`src/rtl/cbus_arbiter_if.sv`:
```
// CBus request/response types and the bundled port set of the round-robin CBus arbiter.
// The arbiter uses the slave view; requesters and downstream sit on the master view.
package cbus_pkg;

  typedef struct packed {
    logic        valid;
    logic        is_write;
    logic [2:0]  size;
    logic [31:0] addr;
    logic [3:0]  strobe;
    logic [31:0] data;
    logic [3:0]  len;
  } cbus_req_t;

  typedef struct packed {
    logic        ready;
    logic        last;
    logic [31:0] data;
  } cbus_resp_t;

  // Burst length encodings: beats = len + 1.
  localparam logic [3:0] MLEN1  = 4'd0;
  localparam logic [3:0] MLEN2  = 4'd1;
  localparam logic [3:0] MLEN4  = 4'd3;
  localparam logic [3:0] MLEN8  = 4'd7;
  localparam logic [3:0] MLEN16 = 4'd15;

endpackage

interface cbus_arbiter_if #(
    parameter int unsigned NUM_INPUTS = 2
);
    import cbus_pkg::*;

    cbus_req_t  ireqs  [NUM_INPUTS];
    cbus_resp_t iresps [NUM_INPUTS];
    cbus_req_t  oreq;
    cbus_resp_t oresp;

    modport slave (
        input  ireqs,
        output iresps,
        output oreq,
        input  oresp
    );

    modport master (
        output ireqs,
        input  iresps,
        input  oreq,
        output oresp
    );

endinterface

```
`src/rtl/cbus_arbiter.sv`:
```
// Round-robin arbiter sharing one CBus master port among NUM_INPUTS requesters.
// The grant is registered and held for a whole transaction, up to the ready&&last beat.
module cbus_arbiter
    import cbus_pkg::*;
#(
    parameter int unsigned NUM_INPUTS = 2
) (
    input logic           clk,
    input logic           resetn,
    cbus_arbiter_if.slave bus
);

    localparam int unsigned IdxW = $clog2(NUM_INPUTS);

    typedef enum logic {StIdle, StBusy} state_e;

    state_e          state_q, state_d;
    logic [IdxW-1:0] index_q, index_d;
    logic [IdxW-1:0] last_grant_q, last_grant_d;

    logic            found;
    logic [IdxW-1:0] pick;

    // Scan last_grant+1 .. last_grant+N so the most recent owner is considered last.
    always_comb begin
        found = 1'b0;
        pick  = '0;
        for (int unsigned k = 1; k <= NUM_INPUTS; k++) begin
            int unsigned cand;
            cand = (32'(last_grant_q) + k) % NUM_INPUTS;
            if (!found && bus.ireqs[IdxW'(cand)].valid) begin
                found = 1'b1;
                pick  = IdxW'(cand);
            end
        end
    end

    always_comb begin
        state_d      = state_q;
        index_d      = index_q;
        last_grant_d = last_grant_q;
        bus.oreq     = '0;
        for (int i = 0; i < NUM_INPUTS; i++) begin
            bus.iresps[i] = '0;
        end

        unique case (state_q)
            StIdle: begin
                if (found) begin
                    index_d = pick;
                    state_d = StBusy;
                end
            end
            StBusy: begin
                bus.oreq               = bus.ireqs[index_q];
                bus.iresps[index_q]    = bus.oresp;
                if (bus.oresp.ready && bus.oresp.last) begin
                    state_d      = StIdle;
                    last_grant_d = index_q;
                end
            end
            default: state_d = StIdle;
        endcase
    end

    always_ff @(posedge clk) begin
        if (!resetn) begin
            state_q      <= StIdle;
            index_q      <= '0;
            last_grant_q <= IdxW'(NUM_INPUTS - 1);
        end else begin
            state_q      <= state_d;
            index_q      <= index_d;
            last_grant_q <= last_grant_d;
        end
    end

endmodule

```
`src/flat_wrapper.sv`:
```
// flat-port wrapper written by rule: the top's interface ports become plain ports
module cbus_arbiter_flat import cbus_pkg::*;
#(
    parameter int unsigned NUM_INPUTS = 2
)
  (clk, resetn, bus_ireqs, bus_iresps, bus_oreq, bus_oresp);
  cbus_arbiter_if #(.NUM_INPUTS(NUM_INPUTS)) bus_i ();
  input logic clk;
  input logic resetn;
  input wire logic [$bits(bus_i.ireqs)-1:0] bus_ireqs;
  output wire logic [$bits(bus_i.iresps)-1:0] bus_iresps;
  output wire logic [$bits(bus_i.oreq)-1:0] bus_oreq;
  input wire logic [$bits(bus_i.oresp)-1:0] bus_oresp;
  assign bus_i.ireqs = {>>{bus_ireqs}};
  assign bus_iresps = {>>{bus_i.iresps}};
  assign bus_oreq = bus_i.oreq;
  assign bus_i.oresp = bus_oresp;
  cbus_arbiter #(.NUM_INPUTS(NUM_INPUTS)) u_core (.clk(clk), .resetn(resetn), .bus(bus_i));
endmodule
```
`config.mk`:
```
export PLATFORM = sky130hd
export DESIGN_NAME = cbus_arbiter_flat
export DESIGN_NICKNAME = d
export VERILOG_FILES = /design/src/rtl/cbus_arbiter_if.sv /design/src/rtl/cbus_arbiter.sv /design/src/flat_wrapper.sv
export SDC_FILE = /design/constraint.sdc
export NUM_CORES = 1
export LEC_CHECK = 0
export ABC_CLOCK_PERIOD_IN_PS = 1300
export CAP_MARGIN = 30
export CORE_AREA = 5 5 128 130
export DETAILED_ROUTE_END_ITERATION = 8
export DIE_AREA = 0 0 133 135
export GPL_ROUTABILITY_DRIVEN = 0
export HOLD_SLACK_MARGIN = 0.03
export MAX_ROUTING_LAYER = met4
export PLACE_DENSITY_LB_ADDON = 0.1
export SYNTH_ARGS = -nofsm -noshare
export SYNTH_HDL_FRONTEND = slang
export SYNTH_SLANG_ARGS = --single-unit
```
`constraint.sdc`:
```
create_clock -name clk -period 1.3 [get_ports clk]
set_clock_uncertainty 0.1 [all_clocks]
set_input_delay 0.13 -clock clk [delete_from_list [all_inputs] [get_ports clk]]
set_output_delay 0.13 -clock clk [all_outputs]
set_load 0.005 [all_outputs]
```
==> results.json <==
{
  "p_sw_share_pct": 28.6,
  "p_leak_nw": 2.98,
  "num_vias": 3502,
  "p_per_area_nw_per_um2": 433,
  "ctsHoldBuffers": 0,
  "min_period_over_period_pct": 133,
  "finalSetupViolations": 145,
  "violations": "setup timing",
  "required_ps": 1070,
  "synthCells": 265,
  "synth-simple-area-share_pct": 46.9,
  "avgViaCountPerCell": 4.06,
  "first_iter_violations": 32,
  "hold_depth": 2,
  "grt_pass1_vias": 3654,
  "ys_types": 20,
  "yosysSeqAreaShare_pct": 2.99,
  "synth_edf_count": 0,
  "fin_ws_ps": -435,
  "maxSlewViolCount": 0,
  "syn-cell-area_um2": 2010,
  "maxCapViolCount": 0,
  "yosys_warnings": 0,
  "syn_nets": 455,
  "hpwlAfterDp_um": 10900,
  "synth_compound_area_share_pct": 1.12,
  "routedWlPerCell_um": 16.9,
  "vdd_drop_max_v": 0.000349,
  "hold_end": "u_core.last_grant_q",
  "dr.pass1.iters": 4,
  "synth_fa_ha_area_share_pct": 0,
  "syn_area_per_cell_um2": 7.58,
  "cts_sinks": 3,
  "r2r-end": "u_core.state_q",
  "r2r-start": "u_core.state_q",
  "end_kind": "output port",
  "r2r_cells": 3,
  "async_flop_share_pct": 0,
  "power_frac_clock_pct": 16.9,
  "stdcell_count": 862,
  "power.total_mw": 2.87,
  "place_ws_ps": -433,
  "nNetsFinal": 864,
  "die-area_um2": 18000,
  "wirelength_um": 14600,
  "cp-start-kind": "flop",
  "track_usage_pct": 14.7,
  "hold_violations": 0,
  "dominantRegCellSynth": "dfxtp_1",
  "synth_top_family_by_area": "simple AND/OR/NAND/NOR gates",
  "worst_pin_slew_ps": 174,
  "row_count": 45,
  "p_seq_share_pct": 3.8,
  "cts_tree": "yes",
  "r2r_slack_ps": 80,
  "clk_path_buf_depth": 2,
  "grt_max_degree": 36,
  "die_h_um": 135,
  "grt.overflow.total": 0,
  "critical_path.max_fanout": 8,
  "core_area_um2": 15000,
  "switching_power_mw": 0.822,
  "cts-root-buf": "clkbuf_16",
  "yosys_register_bits": 3,
  "crit_type": "reg -> out",
  "drive_gt1_share_pct": 46.7,
  "io_buffers": 334,
  "start_util_pct": 13.4,
  "io_pins": 335,
  "maxSlewHeadroom_pct": 88.2,
  "antenna_found_initial": 1,
  "synth_xor_area_share_pct": 0,
  "outcome": "finished, violations left",
  "insertion_delay_ps": 220,
  "die_w_um": 133,
  "ant_nets": 0,
  "clk_pin_slew_ps": 30,
  "period_minus_slack_ps": 1740,
  "hold_class": "in -> reg",
  "fmax_ghz": 0.576,
  "rsz0062_at_grt": "yes",
  "pwr-share-comb_pct": 79.3,
  "synthMuxAreaShare_pct": 38.9,
  "p_int_mw": 2.05,
  "hold_start": "resetn",
  "grt_pass1_wl_um": 20400,
  "dp_cells": 786,
  "cts_htree_levels": 1,
  "critPathArrivalTime_ps": 1510,
  "cts_inserted_buffers": 3,
  "drc": 0,
  "synthToLayoutAreaGrowth_pct": 229,
  "hold_ws_ps": 357
}
cells by family after synthesis:
logic type / Yosys count
compound gates: 3
buf+inv: 30
flops: 3
mux: 78
simple gates: 151
registers in the layout, indices dropped and copies added (netlist names):
name and count:
u_core.last_grant_q 1, u_core.state_q 1, u_core.index_q 1
how the worst max path moves through the flow:
stage / start / end / depth (start not counted)
finish: u_core.index_q / bus_iresps[42] / 8
global route: u_core.index_q / bus_oreq[9] / 7
CTS: u_core.index_q / bus_oreq[52] / 5
detailed placement: u_core.state_q / bus_oreq[10] / 3
global placement: u_core.state_q / bus_oreq[10] / 3
floorplan: u_core.index_q / bus_oreq[45] / 5
synthesized netlist by cell type, types with 2 or more instances:
cell       n  area share, %
nand2_1    3           0.56
clkbuf_1  14            2.6
and2_1    33             10
dfxtp_1    3            3.0
buf_4      7            2.6
and3_1    34             11
mux2i_1   78             39
buf_12     3            3.0
nor2b_1   77             24
clkbuf_2   2           0.50
buf_2      2           0.50
critical path, cell delays in order (launching register included):
cell and delay, ps:
dfxtp_4 390, buf_12 130, nor2b_4 40, buf_12 110, buf_6 110, buf_8 130
buf_6 110, and2_4 140, buf_6 110
metrics by stage:
| step | utilization [%] | TNS [ps] | area [um^2] |
|---|---|---|---|
| 3_5_place_dp | 38.1 | -51750 | 5730 |
| 3_3_place_gp | 38.1 | -49930 | 5730 |
| 2_1_floorplan | - | 0 | 2010 |
| 5_1_grt | 44.0 | -48040 | 6620 |
| 6_report | 44.0 | -40150 | 6620 |
| 4_1_cts | 42.6 | -56440 | 6400 |
final cells by class:
class,instances,area [um^2]
Tap cell,188,235
Timing Repair Buffer,433,4200
Multi-Input combinational cell,232,2030
Inverter,1,3.75
Antenna cell,1,2.50
Fill cell,1460,8410
Clock buffer,4,78.8
Sequential cell,3,67.6
per-layer routing:
metal | up-vias | track usage [%] | routed length (um)
li1 | 1715 | - | -
met1 | 1566 | 15.6 | 5360
met2 | 207 | 27.8 | 7790
met3 | 14 | 3.13 | 1170
met4 | 0 | 3.87 | 266
met5 | - | - | 0
power by group through the flow:
stage	clock, mW	combinational, mW	sequential [mW]
final	0.486	2.27	0.109
after global routing	0.499	2.44	0.111
after CTS	0.497	2.18	0.113
after detailed placement	0	1.88	0.112
after global placement	0	1.87	0.112
after floorplan	0	0.599	0.102
cell usage in the layout, fill, tap and decap left out:
cell | netlist | layout
a21boi_1 | 0 | 1
and2_1 | 33 | 6
and2_4 | 0 | 27
and3_1 | 34 | 13
and3_4 | 0 | 21
buf_12 | 3 | 15
buf_16 | 0 | 2
buf_2 | 2 | 68
buf_4 | 7 | 24
buf_6 | 0 | 94
buf_8 | 1 | 7
clkbuf_1 | 14 | 1
clkbuf_16 | 0 | 8
clkbuf_2 | 2 | 29
clkdlybuf4s50_1 | 0 | 189
dfxtp_1 | 3 | 1
dfxtp_4 | 0 | 2
diode_2 | 0 | 1
inv_1 | 1 | 1
mux2i_1 | 78 | 65
mux2i_2 | 0 | 7
mux2i_4 | 0 | 6
nand2_1 | 3 | 2
nand2_2 | 0 | 1
nand3_2 | 0 | 1
nand3b_1 | 1 | 1
nor2_1 | 1 | 1
nor2b_1 | 77 | 76
nor2b_2 | 0 | 1
nor2b_4 | 1 | 1
o21ai_0 | 1 | 1
o311a_1 | 1 | 1
repair_timing:
action | CTS | global route
gates resized for setup | 512 | 226
setup buffers | 45 | 30
setup endpoints to repair | 146 | 147
gates cloned | 6 | 5
pin swaps | 24 | 2
endpoints found under the hold margin | 0 | 0
No activity file was read; power rests on OpenSTA's default activity.
==> patch, RTL diff (same settings) <==
Reset style: asynchronous (`resetn`), changed in one clocked block.
--- a/src/rtl/cbus_arbiter.sv
+++ b/src/rtl/cbus_arbiter.sv
@@ -64,5 +64,5 @@
     end
 
-    always_ff @(posedge clk) begin
+    always_ff @(posedge clk or negedge resetn) begin
         if (!resetn) begin
             state_q      <= StIdle;
Check against the original RTL: differs if resetn is asserted again (counterexample within 4 cycles, from zero or initial values and one cycle with resetn low); with resetn held inactive, the same outputs for 4 cycles.
==> patch against the original RTL <==
The run still ends with setup timing left; sequential cell count stayed put; synthesized area is 7.7% lower; worst setup slack worse by 0.22 ns; via count is 5.3% lower; routed wire length is 5.5% lower; maximum frequency is 11% lower; critical path type unchanged; final area is 11% lower.
Power is not compared: it rests on default switching activity, and its combinational part moved more than twofold at a synthesized area within 25%.
==> patch: results (changes against the original RTL) <==
- Pin count of the biggest net entering global routing: 46 (+28%)
- Post-DR wirelength/cell: 16.7 µm (-1.2%)
- Post-synthesis sequential area ratio: 4.12% (+1.1 points)
- Vias in the first global route: 3515 (-3.8%)
- Met1 wire length: 4.77 mm (-11%)
- Synth Flop Type: dfrtp_1
- Syn Nets: 451 (-0.88%)
- Status: finished with violations
- M1 GR Usage: 13.8% (-1.8 points)
- Total GRT Usage: 14.1% (-0.65 points)
- Worst-Margin Slew: 0.219 ns (+0.0449 ns)
- R2r endpoint: u_core.last_grant_q
- Nets@finish: 828 (-4.2%)
- Hold Path End: u_core.index_q
- DP Cell Count: 777 (-1.1%)
- Worst Hold Launch: u_core.last_grant_q
- # fillers: 1583 (+8.4%)
- Fraction of registers with async set/reset: 100% (+100 points)
- R2R depth: 4 (+1)
- Layout cell share with drive strength beyond 1: 27.3% (-19 points)
- Final worst setup slack: -0.652 ns (-0.217 ns)
- Global Route met3 Usage: 4.32% (+1.2 points)
- HPWL after detailed placement: 11.1 mm (+1.6%)
- WL met2: 7.46 mm (-4.2%)
- Failing checks: setup timing
- Post-Route WL: 13.8 mm (-5.5%)
- Max incr delay on CP: 0.54 ns (+0.15 ns)
- Initial antenna violation count: 0 (-1)
- GR Util met2: 27.1% (-0.73 points)
- Top cells by area, synth: mux2i_1, nor2_1, and2_1
- RR Startpoint: u_core.index_q
- Endpoints failing setup: 147 (+1.4%)
- Via/cell ratio: 4.02 (-1.1%)
- Most frequent cells after synthesis: mux2i_1, nor2_1, and2_1, and3_1, clkbuf_1
-- patch: cell type report --
type | count | area [µm²] | share of cell area, %
Multi-Input combinational cell | 229 | 1580 | 26.7
Sequential cell | 3 | 81.3 | 1.37
Timing Repair Buffer | 400 | 3940 | 66.6
Tap cell | 188 | 235 | 3.98
Clock buffer | 4 | 78.8 | 1.33
Inverter | 1 | 3.75 | 0.0635
-- patch: metrics by stage --
stage / setup TNS, ns / area (µm²) / worst slack, ns
3_5_place_dp: -62.94 / 5470 / -0.559
2_1_floorplan: 0 / 1850 / 0.0926
4_1_cts: -75.69 / 5710 / -0.729
6_report: -68.62 / 5920 / -0.652
5_1_grt: -76.74 / 5920 / -0.726
3_3_place_gp: -62.27 / 5470 / -0.555
-- patch: repair_timing --
action | 4_1_cts | 5_1_grt
endpoints found under the setup margin | 147 | 148
gates resized for setup | 297 | 94
pin swaps | 9 | 18
setup buffers | 19 | 24
hold buffers | 1 | 0
endpoints found under the hold margin | 2 | 0
gates cloned | 4 | 1
-- patch: power breakdown --
part | leakage (µW) | switching [µW] | internal, µW
logic | 0.00297 | 1760 | 3200
clock network | 0.0000382 | 89.0 | 405
registers | 0.0000309 | 50.2 | 136
-- patch: worst max-delay path by stage --
stage	start	endpoint
global placement	u_core.index_q	bus_oreq[29]
floorplan	u_core.index_q	bus_oreq[22]
finish	u_core.index_q	bus_oreq[69]
detailed placement	u_core.index_q	bus_oreq[29]
global route	u_core.index_q	bus_oreq[64]
CTS	u_core.index_q	bus_oreq[42]
-- patch: logic make-up after synthesis --
group                  synth area share (%)
multiplexers                           42.2
buffers and inverters                  12.6
flip-flops                             4.12
AND/OR/NAND/NOR                        40.1
AO/OA/AOI/OAI                          1.01
